$ cat src/rtl/pong_game_ctrl.sv
// pong_game_ctrl: Pong game-flow controller (scores, serve/over sequencing, inter-rally frame pause).
// Build option: define PONG_CTRL_AUTOSERVE_EN to serve automatically when the NEWBALL pause expires.
module pong_game_ctrl #(
  parameter int unsigned WIN_SCORE    = 5,
  parameter int unsigned PAUSE_FRAMES = 120,
  parameter int unsigned TICK_Y       = 481
) (
  input  logic       clk,
  input  logic       reset,
  input  logic [9:0] x,
  input  logic [9:0] y,
  input  logic [3:0] btn,
  input  logic [1:0] hit,
  input  logic       miss,
  output logic       gra_still,
  output logic [1:0] game_state,
  output logic [3:0] p1_score,
  output logic [3:0] p2_score,
  output logic [1:0] winner
);

  localparam int unsigned SCORE_W = 4;
  localparam int unsigned PAUSE_W = 8;
  localparam int unsigned COORD_W = 10;

  localparam logic [SCORE_W-1:0] WIN_VAL   = SCORE_W'(WIN_SCORE);
  localparam logic [PAUSE_W-1:0] PAUSE_VAL = PAUSE_W'(PAUSE_FRAMES);
  localparam logic [COORD_W-1:0] TICK_ROW  = COORD_W'(TICK_Y);

  localparam logic [1:0] WIN_NONE = 2'b00;
  localparam logic [1:0] WIN_P1   = 2'b01;
  localparam logic [1:0] WIN_P2   = 2'b10;

  typedef enum logic [1:0] {
    ST_NEWGAME = 2'b00,
    ST_PLAY    = 2'b01,
    ST_NEWBALL = 2'b10,
    ST_OVER    = 2'b11
  } state_t;

  state_t               state, state_nxt;
  logic [SCORE_W-1:0]   p1_nxt, p2_nxt, p1_inc, p2_inc;
  logic [1:0]           winner_nxt;
  logic [PAUSE_W-1:0]   pause_cnt, pause_nxt;
  logic                 cond, cond_d, frame_tick;
  logic                 any_btn, any_d, press;

  // Edge detectors: one tick per frame regardless of pixel duration, one press per button push
  assign cond       = (y == TICK_ROW) && (x == '0);
  assign frame_tick = cond & ~cond_d;
  assign any_btn    = |btn;
  assign press      = any_btn & ~any_d;

  assign gra_still  = (state != ST_PLAY);
  assign game_state = state;

  // Scores saturate at the winning score
  assign p1_inc = (p1_score < WIN_VAL) ? SCORE_W'(p1_score + SCORE_W'(1)) : p1_score;
  assign p2_inc = (p2_score < WIN_VAL) ? SCORE_W'(p2_score + SCORE_W'(1)) : p2_score;

  always_ff @(posedge clk or negedge reset) begin
    if (!reset) state <= ST_NEWGAME;
    else        state <= state_nxt;
  end

  always_comb begin
    state_nxt  = state;
    p1_nxt     = p1_score;
    p2_nxt     = p2_score;
    winner_nxt = winner;
    pause_nxt  = pause_cnt;

    if (frame_tick && (pause_cnt != '0)) pause_nxt = pause_cnt - PAUSE_W'(1);

    case (state)
      ST_NEWGAME: begin
        p1_nxt     = '0;
        p2_nxt     = '0;
        winner_nxt = WIN_NONE;
        if (press) state_nxt = ST_PLAY;
      end
      ST_PLAY: begin
        // The pause load overrides any same-cycle frame tick decrement
        if (miss) begin
          pause_nxt = PAUSE_VAL;
          state_nxt = ST_NEWBALL;
          if (hit == 2'b10) begin
            p1_nxt = p1_inc;
            if (p1_inc == WIN_VAL) begin
              state_nxt  = ST_OVER;
              winner_nxt = WIN_P1;
            end
          end else if (hit == 2'b01) begin
            p2_nxt = p2_inc;
            if (p2_inc == WIN_VAL) begin
              state_nxt  = ST_OVER;
              winner_nxt = WIN_P2;
            end
          end
        end
      end
      ST_NEWBALL: begin
`ifdef PONG_CTRL_AUTOSERVE_EN
        if (pause_cnt == '0) state_nxt = ST_PLAY;
`else
        if ((pause_cnt == '0) && press) state_nxt = ST_PLAY;
`endif
      end
      ST_OVER: begin
        if ((pause_cnt == '0) && press) begin
          state_nxt  = ST_NEWGAME;
          p1_nxt     = '0;
          p2_nxt     = '0;
          winner_nxt = WIN_NONE;
        end
      end
      default: state_nxt = ST_NEWGAME;
    endcase
  end

  // any_d resets high so a button held through reset must be released before it can start a game
  always_ff @(posedge clk or negedge reset) begin
    if (!reset) begin
      p1_score  <= '0;
      p2_score  <= '0;
      winner    <= WIN_NONE;
      pause_cnt <= '0;
      cond_d    <= 1'b0;
      any_d     <= 1'b1;
    end else begin
      p1_score  <= p1_nxt;
      p2_score  <= p2_nxt;
      winner    <= winner_nxt;
      pause_cnt <= pause_nxt;
      cond_d    <= cond;
      any_d     <= any_btn;
    end
  end

endmodule
$ cat config.mk
export PLATFORM = sky130hd
export DESIGN_NAME = pong_game_ctrl
export DESIGN_NICKNAME = d
export VERILOG_FILES = /design/src/rtl/pong_game_ctrl.sv
export SDC_FILE = /design/constraint.sdc
export NUM_CORES = 1
export LEC_CHECK = 0
export ABC_AREA = 1
export BUFFER_PORTS_ARGS = -buffer_cell sky130_fd_sc_hd__buf_4
export CORE_MARGIN = 2
export CORE_UTILIZATION = 40
export DETAILED_ROUTE_END_ITERATION = 10
export GPL_ROUTABILITY_DRIVEN = 1
export GPL_TIMING_DRIVEN = 0
export SLEW_MARGIN = 0
export SYNTH_ARGS = -nofsm -noshare
export SYNTH_HDL_FRONTEND = slang
export SYNTH_SLANG_ARGS = --single-unit
$ cat constraint.sdc
create_clock -name clk -period 2.2 [get_ports clk]
set_clock_uncertainty 0.05 [all_clocks]
set_input_delay 0.44 -clock clk [delete_from_list [all_inputs] [get_ports clk]]
set_output_delay 0.44 -clock clk [all_outputs]
set_load 0.02 [all_outputs]
==> results of run 1 <==
registers in the layout, indices dropped and copies added, names as in the netlist:
signal,cells
p2_score,4
p1_score,4
any_d,1
pause_cnt,8
winner,2
game_state,2
cond_d,1
through the flow:
step | instance area (um2) | hold slack, ns | worst slack [ns] | utilization (%)
after floorplan | 1724 | 0.09441 | 0.5004 | -
after global placement | 2095 | 0.3032 | 0.3819 | 51.26
after detailed placement | 2095 | 0.3052 | 0.3631 | 51.26
after CTS | 2150 | 0.01480 | 0.3404 | 52.60
after global routing | 2150 | 0.01745 | 0.2213 | 52.60
final | 2150 | 0.005817 | 0.3530 | 52.60
power by group:
group	internal (uW)	switching (uW)	total, uW
combinational	461	771	1230
sequential	478	101	579
clock	160	139	299
total	1100	1010	2110
worst max-delay path, delay by kind of cell (launching register included):
family	cells	cell delay [ns]
flip-flops	1	0.45
buffers and inverters	3	0.42
adder cells (fa/ha/maj)	1	0.22
metal layers:
layer  track usage [%]  vias up  wire [um]
met3             2.762        2        219
met5                 0        -          0
met4             4.060        0         19
met1             21.99      687       1787
met2             23.72       34       1513
li1                  -      876          -
path summary, 6_finish.rpt:
path	start	end	slack, ns	depth (start not counted)
worst max-delay path	game_state[1]	gra_still	0.35	4
min in group clk	btn[3]	any_d	0.33	3
worst min register to register	winner[1]	winner[1]	0.43	2
worst max register to register	game_state[1]	p2_score[1]	0.39	7
max in group asynchronous	reset	any_d	1.80	1
worst min-delay path	reset	pause_cnt[5]	0.006	1
Yosys cell counts:
library cell   n  area share (%)
xnor2_1        1            0.51
clkbuf_1       1            0.22
and3_1         1            0.36
nor3_4         1            0.94
inv_1         37             8.1
nand4_1        6             2.2
nor2_2         2            0.73
nand2_1       72              16
a21oi_1        5             1.5
o21ai_2        4             2.0
ha_1          13             9.4
inv_2          4            0.87
o211ai_1       1            0.44
nand2_2        4             1.5
dfstp_2        1             1.5
dfrtp_1       21              30
nor2_4         4             2.6
nor3_1         2            0.58
xor2_1         1            0.51
or2_2          1            0.36
nand3_1       20             5.8
o21ai_1       11             3.2
nand2_4        2             1.3
nor2_1        35             7.6
nor2_8         1             1.2
clkinv_1       1            0.22
o21ai_0        1            0.29
layout make-up:
class / instances / area share [%]
inverter: 42 / 7.334
sequential: 22 / 25.67
buffer: 1 / 0.1746
clock buffer: 4 / 2.561
tap: 50 / 2.910
timing repair buffer: 41 / 14.32
multi-input combinational: 188 / 47.03
cell families after synthesis:
kind of cell,after synthesis,share of synthesized area (%)
AO/OA/AOI/OAI,22,7.401
XOR/XNOR,2,1.016
adder cells (fa/ha/maj),13,9.434
buffers and inverters,43,9.361
flip-flops,22,32.00
AND/OR/NAND/NOR,151,40.78
==> flow_summary.json, run 1 <==
{
  "status": "finished, final reports clean",
  "row_count": 23,
  "seq_area_frac_synth_pct": 32.00,
  "nFillCells": 408,
  "htreeDepth": 1,
  "relSlewSlack_pct": 71.05,
  "multiInputGateArea_um2": 1011,
  "slew_violations": 0,
  "start_kind": "register",
  "p_per_area_nw_per_um2": 981.2,
  "die_area_um2": 4852,
  "cp_slowest_stage_delay_ns": 0.45,
  "worstSkewPairLatency_ns": 0.26,
  "fp.dieH_um": 69.66,
  "dp_cells": 344,
  "total_power_uw": 2109,
  "start_util_pct": 42.19,
  "syn-cell-area_um2": 1724,
  "drt_iter0_markers": 33,
  "rsz0062_at_grt": "no",
  "antennaDiodeCount": 0,
  "gp_congestion": 0.8142,
  "dp_hpwl_um": 2789,
  "ys_ff_latch": 22,
  "hold_viol": 0,
  "vias": 1599,
  "critPathRequiredTime_ns": 1.71,
  "die_w_um": 69.66,
  "final_nets": 341,
  "grt_pass1_wl_um": 6237,
  "cts_tree": "yes",
  "final-seq-area_um2": 551.8,
  "min_period_ns": 1.847,
  "synthToLayoutAreaGrowth_pct": 24.67,
  "post_cts_buffers": 0,
  "final_cell_mix": "nand2_1, buf_4, inv_1",
  "clock-sinks": 22,
  "slowest_stage": "dfrtp_1",
  "cts_made_buffers": 3,
  "cts_hold_buffers": 0,
  "pin_count": 42,
  "ctsResizeCount": 0,
  "cap_violations": 0,
  "clk_pin_slew_ns": 0.09,
  "setup_viol_count_final": 0,
  "end_kind": "output pin",
  "drc": 0,
  "grt_usage_pct": 15.30,
  "antenna_found_initial": 0,
  "wirelength_um": 3540,
  "path_class": "register to output pin",
  "p_leak_uw": 0.001138,
  "max_clock_freq_mhz": 541.4,
  "peakVddDrop_mv": 0.5140,
  "ant_nets": 0,
  "layoutNonFillerInstCount": 348,
  "worst_pin_slew_ns": 0.4343,
  "postSynthAreaPerCell_um2": 6.815,
  "cts_buffer_depth": 2,
  "via_per_inst": 4.595,
  "cp_data_arrival_time_ns": 1.36,
  "synthesis.nets": 295,
  "io_buffers": 41,
  "first_global_vias": 1418,
  "setup_tns_ns": 0,
  "grt_start_max_net_pins": 23,
  "clk_root_buffer_cell": "clkbuf_8",
  "synth_cell_type_count": 27,
  "final_common_cell": "nand2_1",
  "drtPass1Iterations": 4,
  "drive_above_1_share_pct": 23.15,
  "overflow": 0,
  "path_cells": "inv_1 > ha_1 > inv_2 > buf_4",
  "worstPathMaxFanout": 8,
  "period_share_pct": 83.96,
  "wl_per_cell_um": 10.17,
  "core_um2": 4086,
  "synthCells": 253,
  "synth_warnings": 0,
  "hp-class": "primary input to asynchronous set/reset pin"
}
Power figures use the tool's default switching activity.
==> run 2, diff against run 1 <==
--- a/config.mk
+++ b/config.mk
@@ -12,6 +12,7 @@
 export DETAILED_ROUTE_END_ITERATION = 10
 export GPL_ROUTABILITY_DRIVEN = 1
 export GPL_TIMING_DRIVEN = 0
+export PLACE_DENSITY = 0.65
 export SLEW_MARGIN = 0
 export SYNTH_ARGS = -nofsm -noshare
 export SYNTH_HDL_FRONTEND = slang
==> constraint.sdc (replaced) <==
create_clock -name clk -period 1.6 [get_ports clk]
set_clock_uncertainty 0.05 [all_clocks]
set_input_delay 0.32 -clock clk [delete_from_list [all_inputs] [get_ports clk]]
set_output_delay 0.32 -clock clk [all_outputs]
set_load 0.02 [all_outputs]
==> run 2 against run 1 <==
  * Routed wire length rose by 13%
  * Combinational power grew 98%
  * Clock power grew 23%
  * Critical path type is now register to register
  * Critical endpoint is now p2_score[2]
==> flow_summary.json, run 2 (synthesis results as in run 1) <==
{
  "status": "finished, final reports clean",
  "path_cells": "inv_2 > ha_4 > nand3_4 > nor2_4 > nand2_2 > nand2_2 > nand2_4 > nor2_8 > nand2_8 > nand2_1 > o21ai_2",
  "largest_reg_flops": 8,
  "antennaDiodeCount": 0,
  "worstSkewPairLatency_ns": 0.26,
  "hold_viol": 0,
  "die_area_um2": 4852,
  "sw_frac_of_total_pct": 47.51,
  "cpMostUsedCell": "nand2_2",
  "clock-sinks": 22,
  "combPwrFrac_pct": 67.5,
  "die_w_um": 69.66,
  "cts_made_buffers": 3,
  "ant_nets": 0,
  "clk_root_buffer_cell": "clkbuf_8",
  "clk_pin_slew_ns": 0.08,
  "p_per_area_nw_per_um2": 1430,
  "synthToLayoutAreaGrowth_pct": 46.52,
  "final_cell_area_um2": 2526,
  "timing.hold.ws_ns": 0.2081,
  "drc": 0,
  "grt_start_max_net_pins": 23,
  "cp_data_arrival_time_ns": 1.70,
  "relSlewSlack_pct": 75.32,
  "switching_power_uw": 1716,
  "critPathRequiredTime_ns": 1.71,
  "io_buffers": 41,
  "dp_hpwl_um": 2789,
  "htreeDepth": 1,
  "final_common_cell": "buf_4",
  "rsz0062_at_grt": "yes",
  "antenna_found_initial": 0,
  "final_nets": 363,
  "period_share_pct": 99.34,
  "setup_viol_count_final": 0,
  "gp_congestion": 0.8351,
  "peakVddDrop_mv": 0.9849,
  "slew_violations": 0,
  "overflow": 0,
  "start_kind": "register",
  "row_count": 23,
  "start_util_pct": 42.19,
  "crit_start": "pause_cnt[0]",
  "slowest_stage": "dfrtp_1",
  "core_um2": 4086,
  "p_clk_share_pct": 10.2,
  "post_dp_cell_area_um2": 2117,
  "cts_tree": "yes",
  "pwr-share-seq_pct": 22.3,
  "wl_per_cell_um": 10.86,
  "end_kind": "register",
  "worstHoldStart": "btn[3]",
  "p_leak_uw": 0.001262,
  "p_int_uw": 1896,
  "cp_slowest_stage_delay_ns": 0.40,
  "drive_above_1_share_pct": 44.69,
  "first_global_vias": 1636,
  "worstPathMaxFanout": 8,
  "pin_count": 42,
  "cts_buffer_depth": 2,
  "via_per_inst": 4.759,
  "final_cell_mix": "buf_4, nand2_1, nor2_1",
  "top_register": "pause_cnt",
  "cap_violations": 0,
  "worst_pin_slew_ns": 0.3678,
  "grt_pass1_wl_um": 6782,
  "vias": 1761,
  "grt_usage_pct": 16.77,
  "drtPass1Iterations": 4,
  "path_class": "register to register",
  "largestRegisters": "pause_cnt x8, p1_score x4, p2_score x4",
  "max_clock_freq_mhz": 629.2,
  "min_period_ns": 1.589,
  "rr_startpoint": "pause_cnt[0]",
  "fp.dieH_um": 69.66,
  "wirelength_um": 4017,
  "hp-class": "primary input to register",
  "drt_iter0_markers": 62
}
==> run 2: changes by cell type in the layout (fill, tap and decap cells not counted), moves of 5 or more <==
cell     previous run  this run
buf_4              41        61
dfrtp_1            21        14
dfrtp_2             0         7
ha_1               13         8
inv_1              37        28
inv_2               4        11
nand2_1            72        51
nand2_2             4        22
nand3_1            20        15
nor2_1             35        30
==> run 2: through the flow <==
step / setup slack, ns / util (%) / TNS (ns) / total power, uW / std cells
final: 0.01062 / 61.82 / 0 / 3613 / 370
after CTS: 0.0007722 / 58.24 / 0 / 3287 / 366
after detailed placement: -0.1091 / 51.81 / -0.7969 / 2572 / 344
after floorplan: 0.001252 / - / 0 / 2089 / 253
after global routing: -0.08515 / 61.82 / -0.6023 / 3932 / 370
after global placement: -0.09093 / 51.81 / -0.6226 / 2561 / 344
==> run 2: final cells by class <==
class                   instances  area (um2)
plain buffers                   1       5.005
clock buffers                   4       45.04
fillers                       366        1560
inverters                      42       165.2
multi-input cells             188        1209
flip-flops and latches         22       560.5
well taps                      50       62.56
repair buffers                 63       479.2
==> run 2: worst max-delay path, delay by kind of cell, from the launching register on <==
| kind | cells | cell delay, ns |
|---|---|---|
| buffers and inverters | 1 | 0.09 |
| adders and majority gates | 1 | 0.14 |
| and+or+nand+nor | 8 | 0.75 |
| DFF | 1 | 0.40 |
| AOI/OAI and AO/OA | 1 | 0.05 |
==> run 2: timing repair <==
item,4_1_cts,5_1_grt
hold buffers,1,0
setup buffers,17,4
hold endpoints to repair,21,0
endpoints found under the setup margin,14,16
pin swaps,10,16
resized for setup,24,39
==> run 2: path summary, 6_finish.rpt <==
kind,to,slack (ns),cells after the start
max,p2_score[2],0.01,11
min,any_d,0.21,3
max reg2reg,p2_score[2],0.01,11
min reg2reg,winner[1],0.43,2
max in group asynchronous,any_d,0.79,2
min in group asynchronous,pause_cnt[5],0.43,2
==> run 2: power groups by stage <==
stage	registers, uW	clock network, uW	logic, uW
finish	807	367	2440
CTS	792	377	2120
global placement	821	0	1740
floorplan	911	0	1180
global route	825	405	2700
detailed placement	824	0	1750
==> run 2: metal layers <==
metal  routed length, um  track usage [%]  vias up
li1                    -                -      926
met1                1807            20.63      791
met2                1973            30.66       42
met3                 216            2.471        2
met4                  19            4.060        0
met5                   0                0        -
==> run 3, diff against run 2 <==
--- a/config.mk
+++ b/config.mk
@@ -13,6 +13,8 @@
 export GPL_ROUTABILITY_DRIVEN = 1
 export GPL_TIMING_DRIVEN = 0
 export PLACE_DENSITY = 0.65
+export RECOVER_POWER = 50
+export SETUP_SLACK_MARGIN = 0.05
 export SLEW_MARGIN = 0
 export SYNTH_ARGS = -nofsm -noshare
 export SYNTH_HDL_FRONTEND = slang
==> run 3 against run 2 <==
  * Die area did not move
  * Critical path type unchanged
  * Design area is 2.1% higher
  * Register-to-register slack better by 0.02 ns
  * Maximum frequency increased by 1.4%
  * Worst hold slack improved by 0.0014 ns
  * Largest power group unchanged
  * Setup slack improved by 0.023 ns
  * Sequential power down 0.7%
  * Routed wire length is 4.4% higher
  * Sequential cell count stayed put
  * Global-route usage is 0.051 points lower
  * First-iteration DRC count fell by 37%
==> flow_summary.json, run 3 (synthesis results as in run 1) <==
{
  "setup_viol_count_final": 0,
  "clock-sinks": 22,
  "fin_ws_ns": 0.03318,
  "clk_pin_slew_ns": 0.08,
  "via_per_inst": 4.718,
  "setup_tns_ns": 0,
  "drt_iter0_markers": 39,
  "vias": 1760,
  "row_count": 23,
  "hold_viol": 0,
  "final_nets": 366,
  "antenna_found_initial": 0,
  "drc": 0,
  "final-seq-area_um2": 560.5,
  "cts_tree": "yes",
  "path_class": "register to register",
  "start_kind": "register",
  "wirelength_um": 4192,
  "grt_start_max_net_pins": 23,
  "wl_per_cell_um": 11.24,
  "largest_reg_flops": 8,
  "largestRegisters": "pause_cnt x8, p1_score x4, p2_score x4",
  "relSlewSlack_pct": 62.29,
  "core_um2": 4086,
  "dp_hpwl_um": 2768,
  "rsz0062_at_grt": "yes",
  "dp_slack_ns": -0.07314,
  "total_power_uw": 3720,
  "hp-class": "primary input to register",
  "first_global_vias": 1567,
  "htreeDepth": 1,
  "fp.dieH_um": 69.66,
  "cap_violations": 0,
  "drive_above_1_share_pct": 45.20,
  "nFillCells": 358,
  "p_leak_uw": 0.001313,
  "p_per_area_nw_per_um2": 1442,
  "worst_pin_slew_ns": 0.5657,
  "clk_root_buffer_cell": "clkbuf_8",
  "die_w_um": 69.66,
  "die_area_um2": 4852,
  "period_share_pct": 97.93,
  "slew_violations": 0,
  "status": "finished, final reports clean",
  "ant_nets": 0,
  "top_register": "pause_cnt",
  "worstSkewPairLatency_ns": 0.26,
  "min_period_ns": 1.567,
  "critPathRequiredTime_ns": 1.71,
  "final_cell_mix": "buf_4, nand2_1, nor2_1",
  "grt_usage_pct": 16.72,
  "synthToLayoutAreaGrowth_pct": 49.64,
  "pin_count": 42,
  "end_kind": "register",
  "start_util_pct": 42.19,
  "gp_congestion": 0.8415,
  "cp_data_arrival_time_ns": 1.67,
  "cts_made_buffers": 3,
  "multiInputGateArea_um2": 1251,
  "cts_buffer_depth": 2,
  "grt_pass1_wl_um": 6720,
  "worstPathMaxFanout": 4,
  "final_common_cell": "buf_4",
  "drtPass1Iterations": 4,
  "antennaDiodeCount": 0,
  "overflow": 0,
  "peakVddDrop_mv": 0.8850,
  "max_clock_freq_mhz": 638.2,
  "io_buffers": 41
}
==> run 3: per-layer routing <==
layer	global-route usage (%)	share of wire, %
met1	21.57	44
met2	28.53	48
met3	2.471	5.4
met4	5.769	2.3
met5	0	0
==> run 3: worst paths after layout <==
kind,startpoint,end,slack (ns),depth (start not counted)
setup / recovery,p2_score[0],winner[1],0.03,13
hold / removal,btn[3],any_d,0.21,3
setup reg to reg,p2_score[0],winner[1],0.03,13
hold reg to reg,winner[0],winner[0],0.43,2
max in group asynchronous,reset,p1_score[0],0.56,2
min in group asynchronous,reset,pause_cnt[1],0.53,2
==> run 3: critical path, stage by stage, from the launching register on <==
cell	delay [ns]
dfrtp_2	0.44
inv_2	0.08
ha_4	0.13
inv_2	0.05
nand2_4	0.07
nand2_4	0.06
nand2_4	0.07
nand2_2	0.06
nor2_4	0.12
nand2_2	0.07
nand2_1	0.07
nand3_2	0.08
nand2_1	0.06
nand2_1	0.04
==> run 3: cell type report <==
| class | count | area share [%] |
|---|---|---|
| Buffer | 1 | 0.1940 |
| Clock buffer | 4 | 1.746 |
| Inverter | 42 | 6.208 |
| Multi-Input combinational cell | 188 | 48.50 |
| Sequential cell | 22 | 21.73 |
| Tap cell | 50 | 2.425 |
| Timing Repair Buffer | 66 | 19.20 |
==> run 3: what timing repair did <==
item                                    CTS  global route
hold buffers                              1             0
gates resized for setup                  21            36
endpoints found under the hold margin    21             0
pin swaps                                17            20
buffers inserted                         21             3
endpoints found under the setup margin   16            17
==> run 3: per-stage QoR <==
step	area (um2)	util (%)	hold WS (ns)	std cells
after floorplan	1764	-	-0.02559	253
after global placement	2135	52.24	0.1821	344
after detailed placement	2135	52.24	0.1804	344
after CTS	2424	59.31	0.2100	370
after global routing	2580	63.14	0.2233	373
final	2580	63.14	0.2096	373
==> run 3: power breakdown <==
part | switching (uW) | internal, uW
Clock | 179 | 177
Sequential | 131 | 669
Combinational | 1470 | 1090
Total | 1780 | 1940
